==> src/rtl/pipeline_ctrl_if.sv <==
// ---------------------------------------------------------------------------
// pipeline_ctrl_if
//   Bundles the hazard inputs seen by the pipeline controller and the
//   latch/PC control outputs it drives.
//   Modports:
//     master : datapath side (drives hazard conditions, receives controls)
//     slave  : controller side (receives hazard conditions, drives controls)
//   Hazard signals : ihit, dhit, dmemREN_mem, dmemWEN_mem, rs_id, rt_id,
//                    usesRt_id, memread_ex, wsel_ex, branch_taken_ex,
//                    jump_id, halt_id
//   Control signals: pc_en, ifid_en, idex_en, exmem_en, memwb_en,
//                    ifid_flush, idex_flush, halt
// ---------------------------------------------------------------------------
interface pipeline_ctrl_if #(
    parameter int NREGBITS = 5
);
    logic                ihit;
    logic                dhit;
    logic                dmemREN_mem;
    logic                dmemWEN_mem;
    logic [NREGBITS-1:0] rs_id;
    logic [NREGBITS-1:0] rt_id;
    logic                usesRt_id;
    logic                memread_ex;
    logic [NREGBITS-1:0] wsel_ex;
    logic                branch_taken_ex;
    logic                jump_id;
    logic                halt_id;

    logic                pc_en;
    logic                ifid_en;
    logic                idex_en;
    logic                exmem_en;
    logic                memwb_en;
    logic                ifid_flush;
    logic                idex_flush;
    logic                halt;

    modport master (
        output ihit, dhit, dmemREN_mem, dmemWEN_mem, rs_id, rt_id, usesRt_id,
               memread_ex, wsel_ex, branch_taken_ex, jump_id, halt_id,
        input  pc_en, ifid_en, idex_en, exmem_en, memwb_en,
               ifid_flush, idex_flush, halt
    );

    modport slave (
        input  ihit, dhit, dmemREN_mem, dmemWEN_mem, rs_id, rt_id, usesRt_id,
               memread_ex, wsel_ex, branch_taken_ex, jump_id, halt_id,
        output pc_en, ifid_en, idex_en, exmem_en, memwb_en,
               ifid_flush, idex_flush, halt
    );
endinterface

==> src/rtl/pipeline_ctrl.sv <==
// ---------------------------------------------------------------------------
// pipeline_ctrl
//   Stall/flush sequencer for a 5-stage pipeline (IF, ID, EX, MEM, WB).
//   Resolves load-use, memory wait, taken branch, jump and halt by driving
//   per-latch enables/flushes and the PC enable; drains the pipe on HALT.
//   Outputs are combinational from registered state and current inputs.
//
//   Ports:
//     CLK         : clock, rising edge
//     RST         : synchronous reset, active high
//     bus         : pipeline_ctrl_if.slave (hazards in, controls out)
//     stall_count : 32-bit saturating count of PC-stalled cycles
//                   (present only when PIPELINE_CTRL_STATS_EN is defined)
//
//   Optional feature macro: PIPELINE_CTRL_STATS_EN
// ---------------------------------------------------------------------------
module pipeline_ctrl #(
    parameter int DRAIN_CYCLES = 3,
    parameter int NREGBITS     = 5
) (
    input  logic            CLK,
    input  logic            RST,
    pipeline_ctrl_if.slave  bus
`ifdef PIPELINE_CTRL_STATS_EN
    ,
    output logic [31:0]     stall_count
`endif
);

    localparam int CW = (DRAIN_CYCLES < 1) ? 1 : $clog2(DRAIN_CYCLES + 1);

    typedef enum logic [1:0] {
        RUN        = 2'd0,
        LOAD_STALL = 2'd1,
        DRAIN      = 2'd2,
        HALTED     = 2'd3
    } state_t;

    state_t        state_q, state_d;
    logic [CW-1:0] cnt_q, cnt_d;

    logic memwait;
    logic loaduse;

    assign memwait = (bus.dmemREN_mem | bus.dmemWEN_mem) & ~bus.dhit;
    assign loaduse = bus.memread_ex & (bus.wsel_ex != '0) &
                     ((bus.wsel_ex == bus.rs_id) |
                      (bus.usesRt_id & (bus.wsel_ex == bus.rt_id)));

    always_comb begin
        state_d        = state_q;
        cnt_d          = cnt_q;
        bus.pc_en      = 1'b1;
        bus.ifid_en    = 1'b1;
        bus.idex_en    = 1'b1;
        bus.exmem_en   = 1'b1;
        bus.memwb_en   = 1'b1;
        bus.ifid_flush = 1'b0;
        bus.idex_flush = 1'b0;

        if (RST) begin
            bus.pc_en      = 1'b0;
            bus.ifid_en    = 1'b0;
            bus.idex_en    = 1'b0;
            bus.exmem_en   = 1'b0;
            bus.memwb_en   = 1'b0;
            bus.ifid_flush = 1'b1;
            bus.idex_flush = 1'b1;
        end else begin
            case (state_q)
                RUN, LOAD_STALL: begin
                    if (memwait) begin
                        // Full freeze; no hazard is acted on and state holds.
                        bus.pc_en    = 1'b0;
                        bus.ifid_en  = 1'b0;
                        bus.idex_en  = 1'b0;
                        bus.exmem_en = 1'b0;
                        bus.memwb_en = 1'b0;
                    end else if (bus.branch_taken_ex) begin
                        // ID instruction is squashed, so its hazards are moot.
                        bus.ifid_flush = 1'b1;
                        bus.idex_flush = 1'b1;
                        state_d        = RUN;
                    end else if ((state_q == RUN) && loaduse) begin
                        // Hold IF/ID, inject bubble into EX; the one stall
                        // cycle lets the load reach MEM for forwarding.
                        bus.pc_en      = 1'b0;
                        bus.ifid_en    = 1'b0;
                        bus.idex_flush = 1'b1;
                        state_d        = LOAD_STALL;
                    end else if (bus.halt_id) begin
                        bus.pc_en      = 1'b0;
                        bus.ifid_flush = 1'b1;
                        state_d        = DRAIN;
                        cnt_d          = CW'(1);
                    end else if (bus.jump_id) begin
                        bus.ifid_flush = 1'b1;
                        state_d        = RUN;
                    end else if (!bus.ihit) begin
                        bus.pc_en      = 1'b0;
                        bus.ifid_flush = 1'b1;
                        state_d        = RUN;
                    end else begin
                        state_d = RUN;
                    end
                end

                DRAIN: begin
                    bus.pc_en      = 1'b0;
                    bus.ifid_flush = 1'b1;
                    if (memwait) begin
                        bus.ifid_en  = 1'b0;
                        bus.idex_en  = 1'b0;
                        bus.exmem_en = 1'b0;
                        bus.memwb_en = 1'b0;
                    end else if (cnt_q == CW'(DRAIN_CYCLES)) begin
                        state_d = HALTED;
                    end else begin
                        cnt_d = cnt_q + CW'(1);
                    end
                end

                default: begin // HALTED
                    bus.pc_en    = 1'b0;
                    bus.ifid_en  = 1'b0;
                    bus.idex_en  = 1'b0;
                    bus.exmem_en = 1'b0;
                    bus.memwb_en = 1'b0;
                end
            endcase
        end
    end

    // halt is sticky via the HALTED state; masked while RST is held.
    assign bus.halt = (state_q == HALTED) & ~RST;

    always_ff @(posedge CLK) begin
        if (RST) begin
            state_q <= RUN;
            cnt_q   <= '0;
        end else begin
            state_q <= state_d;
            cnt_q   <= cnt_d;
        end
    end

`ifdef PIPELINE_CTRL_STATS_EN
    logic [31:0] stall_count_q;

    always_ff @(posedge CLK) begin
        if (RST) begin
            stall_count_q <= '0;
        end else if (!bus.pc_en && (state_q != HALTED) &&
                     (stall_count_q != 32'hFFFF_FFFF)) begin
            stall_count_q <= stall_count_q + 32'd1;
        end
    end

    assign stall_count = stall_count_q;
`endif

endmodule
==> src/flat_wrapper.sv <==
// flat-port wrapper written by rule: the top's interface ports become plain ports
module pipeline_ctrl_flat 
#(
    parameter int DRAIN_CYCLES = 3,
    parameter int NREGBITS     = 5
)
  (CLK, RST, bus_ihit, bus_dhit, bus_dmemREN_mem, bus_dmemWEN_mem, bus_rs_id, bus_rt_id, bus_usesRt_id, bus_memread_ex, bus_wsel_ex, bus_branch_taken_ex, bus_jump_id, bus_halt_id, bus_pc_en, bus_ifid_en, bus_idex_en, bus_exmem_en, bus_memwb_en, bus_ifid_flush, bus_idex_flush, bus_halt);
  pipeline_ctrl_if #(.NREGBITS(NREGBITS)) bus_i ();
  input  logic CLK;
  input  logic RST;
  input wire logic [$bits(bus_i.ihit)-1:0] bus_ihit;
  input wire logic [$bits(bus_i.dhit)-1:0] bus_dhit;
  input wire logic [$bits(bus_i.dmemREN_mem)-1:0] bus_dmemREN_mem;
  input wire logic [$bits(bus_i.dmemWEN_mem)-1:0] bus_dmemWEN_mem;
  input wire logic [$bits(bus_i.rs_id)-1:0] bus_rs_id;
  input wire logic [$bits(bus_i.rt_id)-1:0] bus_rt_id;
  input wire logic [$bits(bus_i.usesRt_id)-1:0] bus_usesRt_id;
  input wire logic [$bits(bus_i.memread_ex)-1:0] bus_memread_ex;
  input wire logic [$bits(bus_i.wsel_ex)-1:0] bus_wsel_ex;
  input wire logic [$bits(bus_i.branch_taken_ex)-1:0] bus_branch_taken_ex;
  input wire logic [$bits(bus_i.jump_id)-1:0] bus_jump_id;
  input wire logic [$bits(bus_i.halt_id)-1:0] bus_halt_id;
  output wire logic [$bits(bus_i.pc_en)-1:0] bus_pc_en;
  output wire logic [$bits(bus_i.ifid_en)-1:0] bus_ifid_en;
  output wire logic [$bits(bus_i.idex_en)-1:0] bus_idex_en;
  output wire logic [$bits(bus_i.exmem_en)-1:0] bus_exmem_en;
  output wire logic [$bits(bus_i.memwb_en)-1:0] bus_memwb_en;
  output wire logic [$bits(bus_i.ifid_flush)-1:0] bus_ifid_flush;
  output wire logic [$bits(bus_i.idex_flush)-1:0] bus_idex_flush;
  output wire logic [$bits(bus_i.halt)-1:0] bus_halt;
  assign bus_i.ihit = bus_ihit;
  assign bus_i.dhit = bus_dhit;
  assign bus_i.dmemREN_mem = bus_dmemREN_mem;
  assign bus_i.dmemWEN_mem = bus_dmemWEN_mem;
  assign bus_i.rs_id = bus_rs_id;
  assign bus_i.rt_id = bus_rt_id;
  assign bus_i.usesRt_id = bus_usesRt_id;
  assign bus_i.memread_ex = bus_memread_ex;
  assign bus_i.wsel_ex = bus_wsel_ex;
  assign bus_i.branch_taken_ex = bus_branch_taken_ex;
  assign bus_i.jump_id = bus_jump_id;
  assign bus_i.halt_id = bus_halt_id;
  assign bus_pc_en = bus_i.pc_en;
  assign bus_ifid_en = bus_i.ifid_en;
  assign bus_idex_en = bus_i.idex_en;
  assign bus_exmem_en = bus_i.exmem_en;
  assign bus_memwb_en = bus_i.memwb_en;
  assign bus_ifid_flush = bus_i.ifid_flush;
  assign bus_idex_flush = bus_i.idex_flush;
  assign bus_halt = bus_i.halt;
  pipeline_ctrl #(.DRAIN_CYCLES(DRAIN_CYCLES), .NREGBITS(NREGBITS)) u_core (.CLK(CLK), .RST(RST), .bus(bus_i));
endmodule
==> config.mk <==
export PLATFORM = sky130hd
export DESIGN_NAME = pipeline_ctrl_flat
export DESIGN_NICKNAME = d
export VERILOG_FILES = /design/src/rtl/pipeline_ctrl_if.sv /design/src/rtl/pipeline_ctrl.sv /design/src/flat_wrapper.sv
export SDC_FILE = /design/constraint.sdc
export NUM_CORES = 1
export LEC_CHECK = 0
export ABC_AREA = 1
export ABC_CLOCK_PERIOD_IN_PS = 1550
export CORE_UTILIZATION = 36
export DETAILED_ROUTE_END_ITERATION = 7
export PLACE_DENSITY = 0.79
export SYNTH_ARGS = -nofsm -noshare
export SYNTH_HDL_FRONTEND = slang
export SYNTH_SLANG_ARGS = --single-unit
==> constraint.sdc <==
create_clock -name CLK -period 1.55 [get_ports CLK]
set_input_delay 0.31 -clock CLK [delete_from_list [all_inputs] [get_ports CLK]]
set_output_delay 0.31 -clock CLK [all_outputs]
set_load 0.005 [all_outputs]
==> results.txt, run 1 <==
----------------------------------------------------
[Yosys]
  Post-synthesis register bit count ... 4
  Post-Syn Nets ... 141
  Number of different library cells in the post-synthesis netlist ... 18
  Portion of the post-synthesis area used by sequential elements ... 14.1%
  Post-Synthesis Cells ... 114
  Post-synthesis instance area ... 567 µm²
  Warnings from Yosys ... 0
  Synth Area per Inst ... 4.97 µm²

[Power]
  Sequential share of power ... 21.9%
  Peak VDD IR ... 0.565 mV
  Switching power share of the total ... 34.2%
  Power density over the cells ... 452 mW/mm²
  Cell-internal power ... 353 µW
  Leakage power of the design ... 0.000674 µW
  Net load switching power ... 183 µW
  Fraction of power consumed by the clock network ... 22.4%
  Logic pwr share ... 55.7%

[Route]
  Pre-Repair DR Iteration Count ... 4
  Vias after detailed routing ... 889
  DR DRC count ... 0
  Drt total wl ... 2170 µm
  Avg WL per Cell ... 11.8 µm
  Via/cell ratio ... 4.83
  Number of DRC markers in iteration 0 ... 10
  Number of routed nets with antenna violations ... 0

[Die]
  Horiz. Die Dim ... 41.7 µm
  DIE HEIGHT ... 41.7 µm
  Core Footprint ... 0.00138 mm²
  Die Footprint ... 0.00174 mm²
  Effective utilization at floorplan ... 41.0%
  Io pins ... 34
  Row Count ... 13

[Critical path]
  Worst r2r dst ... u_core.cnt_q[0]
  Type of element capturing the critical path ... output port
  R2R Setup Slk ... 0.07 ns
  Worst endpoint required time ... 1.24 ns
  Source of the worst register-to-register timing path ... u_core.state_q[0]
  CP Launch Point ... bus_rt_id[3]
  Kind of critical path ... input pin to output port
  Critical Path Sink ... bus_idex_flush
  Worst Path Max Fanout ... 2
  Critical path startpoint category ... input pin
  Worst reg2reg path depth ... 9
  CP arrival ... 1.27 ns

[Timing]
  Setup Viol. Count Final ... 2
  Final clock skew ... 0.00283 ns
  Setup repair after global routing missed its margin ... true
  Number of max-slew violations in the final report ... 0
  Tmin final ... 1.58 ns
  Top achievable clock speed ... 0.632 GHz
  Hold violation total from the final report ... 0
  Setup WS post-layout ... -0.0317 ns
  Final period util ... 102%
  Relative slew slack ... 83.4%
  Worst-Margin Slew ... 0.248 ns

[Placed design]
  Post-Place Setup Slack ... -0.821 ns
  Placed wire-length estimate ... 1380 µm
  Count of buffers inserted at the top-level ports ... 33
  Final weighted congestion in routability-driven placement ... 0.801

[Global route]
  GRT Total Usage ... 23.4%
  Met1 routing resource usage after global routing ... 28.4%
  Initial antenna violation count ... 0
  Met3 track demand over resource in global routing ... 0.435%
  Pin count of the biggest net entering global routing ... 6
  Met2 Use GR ... 43.1%
  Global-route wire length before repair ... 3340 µm
  Layer with the highest usage after global routing ... met2
  Number of global-route vias before repair ... 858
  Sum of overflow across all layers after global routing ... 0

[Clocking]
  Count of H-tree levels built during CTS ... 1
  Clk sink count ... 4
  Number of buffers inserted by hold repair at cts ... 0
  Cell chosen for the clock root ... sky130_fd_sc_hd__clkbuf_4
  Inserted Clock Buffers ... 3
  Post-CTS clock slew at the launch and capture registers of the worst setup and hold paths ... 0.04 ns
  TritonCTS clock tree ... yes
  Number of buffers on the longest clock path ... 2
  Clock latency on the worst-skew pair ... 0.22 ns

[Finish]
  Fraction of final layout cells sized beyond drive strength 1 ... 59.2%
  Util after Layout ... 85.7%
  Footprint of the flip-flops and latches ... 80.1 µm²
  Area of combinational cells with multiple inputs ... 468 µm²
  Area growth, synth to finish ... 109%
  NumNets Final ... 198
  Number of fill cells ... 90
  Count of inserted antenna diode cells ... 0

[Job]
  Number of maximum-capacitance violations ... 0

[Run status]
  Status ... finished, violations left
  Failing checks ... negative setup slack

[Min path]
  Kind of path behind the tightest hold check ... flop to flop

----------------------------------------------------
==> metrics by stage <==
step / TNS (ns) / total power [µW] / instance area [µm²] / cells / hold WS, ns
global route: -0.565 / 571 / 1180 / 184 / 0.508
detailed placement: -6.20 / 358 / 998 / 173 / 0.487
floorplan: 0 / 218 / 567 / 114 / 0.372
CTS: -0.0695 / 486 / 1060 / 184 / 0.494
global placement: -5.81 / 353 / 998 / 173 / 0.478
finish: -0.0473 / 536 / 1180 / 184 / 0.488
==> kinds of logic (layout without fill, tap and decap cells) <==
| logic type | count (synthesis) | count (layout) | share of synthesized area [%] |
|---|---|---|---|
| compound gates | 9 | 9 | 9.49 |
| xor+xnor | 1 | 1 | 1.55 |
| fa+ha+maj | 1 | 1 | 2.21 |
| buf+inv | 30 | 85 | 21.2 |
| flops | 4 | 4 | 14.1 |
| simple gates | 69 | 69 | 51.4 |
==> placed cells by master (no fill, tap or decap), drive strengths merged, types with 3 or more instances in the layout <==
cell type / instances
nand2: 43
buf: 43
inv: 28
nor2: 19
clkdlybuf4s15: 4
dfxtp: 4
nand3: 4
o21ai: 4
nand4: 3
clkbuf: 3
dlygate4sd2: 3
dlymetal6s2s: 3
a21oi: 3
==> Yosys cell counts, drive strengths merged <==
| cell type | number | area, µm² |
|---|---|---|
| buf | 2 | 15.0 |
| dfxtp | 4 | 80.1 |
| ha | 1 | 12.5 |
| nand2 | 43 | 169 |
| o311ai | 1 | 8.76 |
| nand4 | 3 | 18.8 |
| nand3 | 4 | 25.0 |
| xnor2 | 1 | 8.76 |
| o22ai | 1 | 6.26 |
| nor2 | 19 | 78.8 |
| a21oi | 3 | 18.8 |
| o21ai | 4 | 20.0 |
| inv | 28 | 105 |
==> cell type report <==
cell class | count | share of cell area, %
multi-input cells | 80 | 39.5
inverters | 28 | 9.93
well taps | 15 | 1.58
flip-flops and latches | 4 | 6.76
repair buffers | 54 | 40.3
clock buffers | 3 | 1.90
==> power groups by stage <==
stage	registers (µW)	logic [µW]	clock network (µW)
2_1_floorplan	118	100	0
3_3_place_gp	118	235	0
3_5_place_dp	118	239	0
4_1_cts	117	245	125
5_1_grt	118	324	129
6_report	117	298	120
==> critical path, cell delays in order <==
cell and delay, ns:
sky130_fd_sc_hd__buf_6 0.10, sky130_fd_sc_hd__inv_2 0.05, sky130_fd_sc_hd__nand2_2 0.06, sky130_fd_sc_hd__nand2_2 0.06, sky130_fd_sc_hd__nor2_2 0.03, sky130_fd_sc_hd__nand3_1 0.09, sky130_fd_sc_hd__nand2_2 0.09, sky130_fd_sc_hd__buf_6 0.13
sky130_fd_sc_hd__nand2_4 0.05, sky130_fd_sc_hd__inv_2 0.03, sky130_fd_sc_hd__o21ai_1 0.10, sky130_fd_sc_hd__nand2_1 0.05, sky130_fd_sc_hd__buf_2 0.12
==> flip-flops by register name, summed over array words and instances (netlist names) <==
signal,cells
u_core.cnt_q,2
u_core.state_q,2
==> per-layer routing <==
metal / part of all wire, % / wire (µm)
met4: 3.7 / 80
met5: 0 / 0
met2: 50 / 1090
met1: 42 / 915
met3: 3.9 / 84
==> timing repair <==
action	CTS	global route
buffers inserted	9	0
setup endpoints to repair	10	10
resized for setup	128	48
pin swaps	27	27
==> worst min-delay path by stage <==
stage	from	endpoint	cells past startpoint
finish	u_core.cnt_q[1]	u_core.cnt_q[1]	2
global route	u_core.cnt_q[1]	u_core.cnt_q[1]	2
global placement	u_core.cnt_q[1]	u_core.cnt_q[1]	2
detailed placement	u_core.cnt_q[1]	u_core.cnt_q[1]	2
floorplan	RST	u_core.state_q[0]	1
CTS	u_core.cnt_q[1]	u_core.cnt_q[1]	2
Note: power is estimated with default switching activity, not from simulation.
==> inputs of run 2 (changes only) <==
--- a/config.mk
+++ b/config.mk
@@ -6,9 +6,9 @@
 export NUM_CORES = 1
 export LEC_CHECK = 0
 export ABC_AREA = 1
-export ABC_CLOCK_PERIOD_IN_PS = 1550
 export CORE_UTILIZATION = 36
 export DETAILED_ROUTE_END_ITERATION = 7
+export GPL_TIMING_DRIVEN = 0
 export PLACE_DENSITY = 0.79
 export SYNTH_ARGS = -nofsm -noshare
 export SYNTH_HDL_FRONTEND = slang
==> run 2 against run 1 <==
The flow still finishes with violations (negative setup slack). Register-to-register slack better by 0.11 ns. Die area unchanged. Non-clock buffer count fell by 7. Hold slack got worse by 0.024 ns. Combinational power fell by 3%. Clock skew rose by 0.0011 ns. Clock-buffer cell count unchanged. Global-route usage down 2.0 points. Largest cell class is now multi-input gates.
==> results.txt, run 2 (same netlist as run 1, synthesis figures left out) <==
----------------------------------------------------
[Finish]
  Commonest cells after routing, fill and taps aside ... 24 x sky130_fd_sc_hd__nand2_1, 15 x sky130_fd_sc_hd__inv_2, 14 x sky130_fd_sc_hd__nand2_2
  NumNets Final ... 191 (-3.5%)
  Fraction of final layout cells sized beyond drive strength 1 ... 58.0% (-1.1 points)
  Largest regs ... u_core.cnt_q (2), u_core.state_q (2)
  Count of inserted antenna diode cells ... 0 (unchanged)
  Footprint of the flip-flops and latches ... 85.1 µm² (+6.2%)
  Number of fill cells ... 91 (+1.1%)
  Area growth, synth to finish ... 105%
  Most common cell after layout, fill and taps aside ... sky130_fd_sc_hd__nand2_1
  Area of combinational cells with multiple inputs ... 489 µm² (+4.5%)

[Critical path]
  Kind of critical path ... input pin to output port
  R2R Setup Slk ... 0.18 ns (+0.11 ns)
  Critical path startpoint category ... input pin
  Type of element capturing the critical path ... output port
  Worst r2r dst ... u_core.cnt_q[1]
  CP Launch Point ... bus_rt_id[1]
  Largest incremental delay on the critical path ... 0.13 ns (about the same)
  Slowest CP cell ... sky130_fd_sc_hd__buf_6
  Most used cell, CP ... sky130_fd_sc_hd__nand2_1
  Critical Path Sink ... bus_idex_flush
  Source of the worst register-to-register timing path ... u_core.state_q[1]
  Worst endpoint required time ... 1.24 ns (about the same)
  Chain of cells forming the critical path ... buf_8 > inv_2 > nand2_1 > nand2_1 > nor2_2 > nand3_1 > nand2_2 > buf_6 > nand2_4 > inv_2 > o21ai_1 > nand2_1 > buf_2
  CP arrival ... 1.32 ns (+0.05 ns)
  Worst Path Max Fanout ... 2 (unchanged)
  Worst reg2reg path depth ... 7 (-2)

[Timing]
  Setup repair after global routing missed its margin ... true
  Final clock skew ... 0.00391 ns (+0.00108 ns)
  Number of max-slew violations in the final report ... 0 (unchanged)
  Setup WS post-layout ... -0.0821 ns (-0.0504 ns)
  Setup Viol. Count Final ... 3 (+1)
  Top achievable clock speed ... 0.613 GHz (-3.1%)
  Hold violation total from the final report ... 0 (unchanged)
  Relative slew slack ... 84.8% (+1.3 points)
  Final period util ... 105% (+3.3 points)
  Tmin final ... 1.63 ns (+0.0504 ns)
  Worst-Margin Slew ... 0.228 ns (-0.0203 ns)

[Route]
  Number of DRC markers in iteration 0 ... 29 (+19)
  Avg WL per Cell ... 11.5 µm (-2.1%)
  DR DRC count ... 0 (unchanged)
  Pre-Repair DR Iteration Count ... 4 (unchanged)
  Via/cell ratio ... 4.79 (-0.84%)
  Number of routed nets with antenna violations ... 0 (unchanged)
  Vias after detailed routing ... 848 (-4.6%)
  Drt total wl ... 2040 µm (-5.9%)

[Die]
  Io pins ... 34 (unchanged)
  Row Count ... 13 (unchanged)
  DIE HEIGHT ... 41.7 µm (unchanged)
  Horiz. Die Dim ... 41.7 µm (unchanged)
  Effective utilization at floorplan ... 41.0% (unchanged)
  Core Footprint ... 0.00138 mm² (unchanged)
  Die Footprint ... 0.00174 mm² (unchanged)

[Power]
  Final total power ... 532 µW (-0.71%)
  Peak VDD IR ... 0.500 mV (-12%)
  Cell-internal power ... 346 µW (-1.7%)
  Sequential share of power ... 22.5% (+0.6 points)
  Net load switching power ... 186 µW (+1.3%)
  Switching power share of the total ... 34.9% (+0.68 points)
  Fraction of power consumed by the clock network ... 22.9% (+0.5 points)
  Leakage power of the design ... 0.000667 µW (-1.0%)
  Logic pwr share ... 54.6% (-1.1 points)
  Power density over the cells ... 459 mW/mm² (+1.4%)

[Run status]
  Status ... finished, violations left
  Failing checks ... negative setup slack

[Clocking]
  Clk sink count ... 4 (unchanged)
  Cell chosen for the clock root ... sky130_fd_sc_hd__clkbuf_4
  Inserted Clock Buffers ... 3 (unchanged)
  Post-CTS clock slew at the launch and capture registers of the worst setup and hold paths ... 0.04 ns (about the same)
  Count of H-tree levels built during CTS ... 1 (unchanged)
  Clock latency on the worst-skew pair ... 0.23 ns (about the same)
  Number of buffers on the longest clock path ... 2 (unchanged)
  TritonCTS clock tree ... yes

[Global route]
  Number of global-route vias before repair ... 780 (-9.1%)
  GRT Total Usage ... 21.5% (-2.0 points)
  Initial antenna violation count ... 0 (unchanged)
  Pin count of the biggest net entering global routing ... 7 (+1)
  Sum of overflow across all layers after global routing ... 0 (unchanged)
  Global-route wire length before repair ... 3050 µm (-8.7%)

[Min path]
  Kind of path behind the tightest hold check ... input pin to flop
  Hold path depth ... 2 (unchanged)

[Placed design]
  Placed wire-length estimate ... 1300 µm (-5.9%)
  Final weighted congestion in routability-driven placement ... 0.786 (-1.9%)
  Post-Place Setup Slack ... -0.849 ns (-0.0285 ns)
  Count of buffers inserted at the top-level ports ... 33 (unchanged)

[Job]
  Number of maximum-capacitance violations ... 0 (unchanged)

----------------------------------------------------
## run 2: final cells by class
type / instances / area share, %
multi-input combinational: 80 / 42.2
timing repair buffer: 45 / 34.8
inverter: 28 / 10.1
sequential: 4 / 7.34
clock buffer: 3 / 1.94
buffer: 2 / 1.94
tap: 15 / 1.62
## run 2: routing by layer
layer | share of wire (%) | track usage, % | wire (µm) | vias to the layer above
met5 | 0 | 0 | 0 | -
met4 | 0 | 3.87 | 0 | 0
li1 | - | - | - | 437
met1 | 44 | 25.9 | 899 | 391
met2 | 53 | 40.9 | 1090 | 20
met3 | 2.7 | 1.74 | 55 | 0
## run 2: critical path, delay by kind of cell
| kind | cells | cell delay (ns) |
|---|---|---|
| buffers and inverters | 5 | 0.42 |
| and+or+nand+nor | 7 | 0.49 |
| AOI/OAI and AO/OA | 1 | 0.10 |
## run 2: worst min-delay path by stage
| stage | startpoint | end |
|---|---|---|
| after CTS | RST | u_core.state_q[0] |
| after global routing | RST | u_core.state_q[0] |
| after global placement | u_core.cnt_q[1] | u_core.cnt_q[1] |
| final | RST | u_core.state_q[0] |
| after detailed placement | u_core.cnt_q[1] | u_core.cnt_q[1] |
| after floorplan | RST | u_core.state_q[0] |
## run 2: timing repair
item	in CTS	in global routing
setup buffers	9	3
pin swaps	28	25
hold buffers	0	0
endpoints found under the hold margin	0	0
setup endpoints to repair	8	6
gates resized for setup	132	54
## run 2: power groups by stage
| stage | clock network, µW | registers (µW) | logic [µW] |
|---|---|---|---|
| CTS | 129 | 118 | 227 |
| global route | 129 | 120 | 316 |
| global placement | 0 | 119 | 211 |
| floorplan | 0 | 118 | 100 |
| detailed placement | 0 | 119 | 217 |
| finish | 122 | 120 | 290 |
## run 2: per-stage QoR
stage	util [%]	hold WS [ns]	setup TNS, ns	cell area [µm²]	instances
floorplan	-	0.372	0	567	114
global placement	66.2	0.473	-5.68	916	162
detailed placement	66.2	0.483	-5.94	916	162
CTS	71.2	0.434	-0.0920	985	174
global route	83.9	0.477	-0.438	1160	177
finish	83.9	0.463	-0.186	1160	177
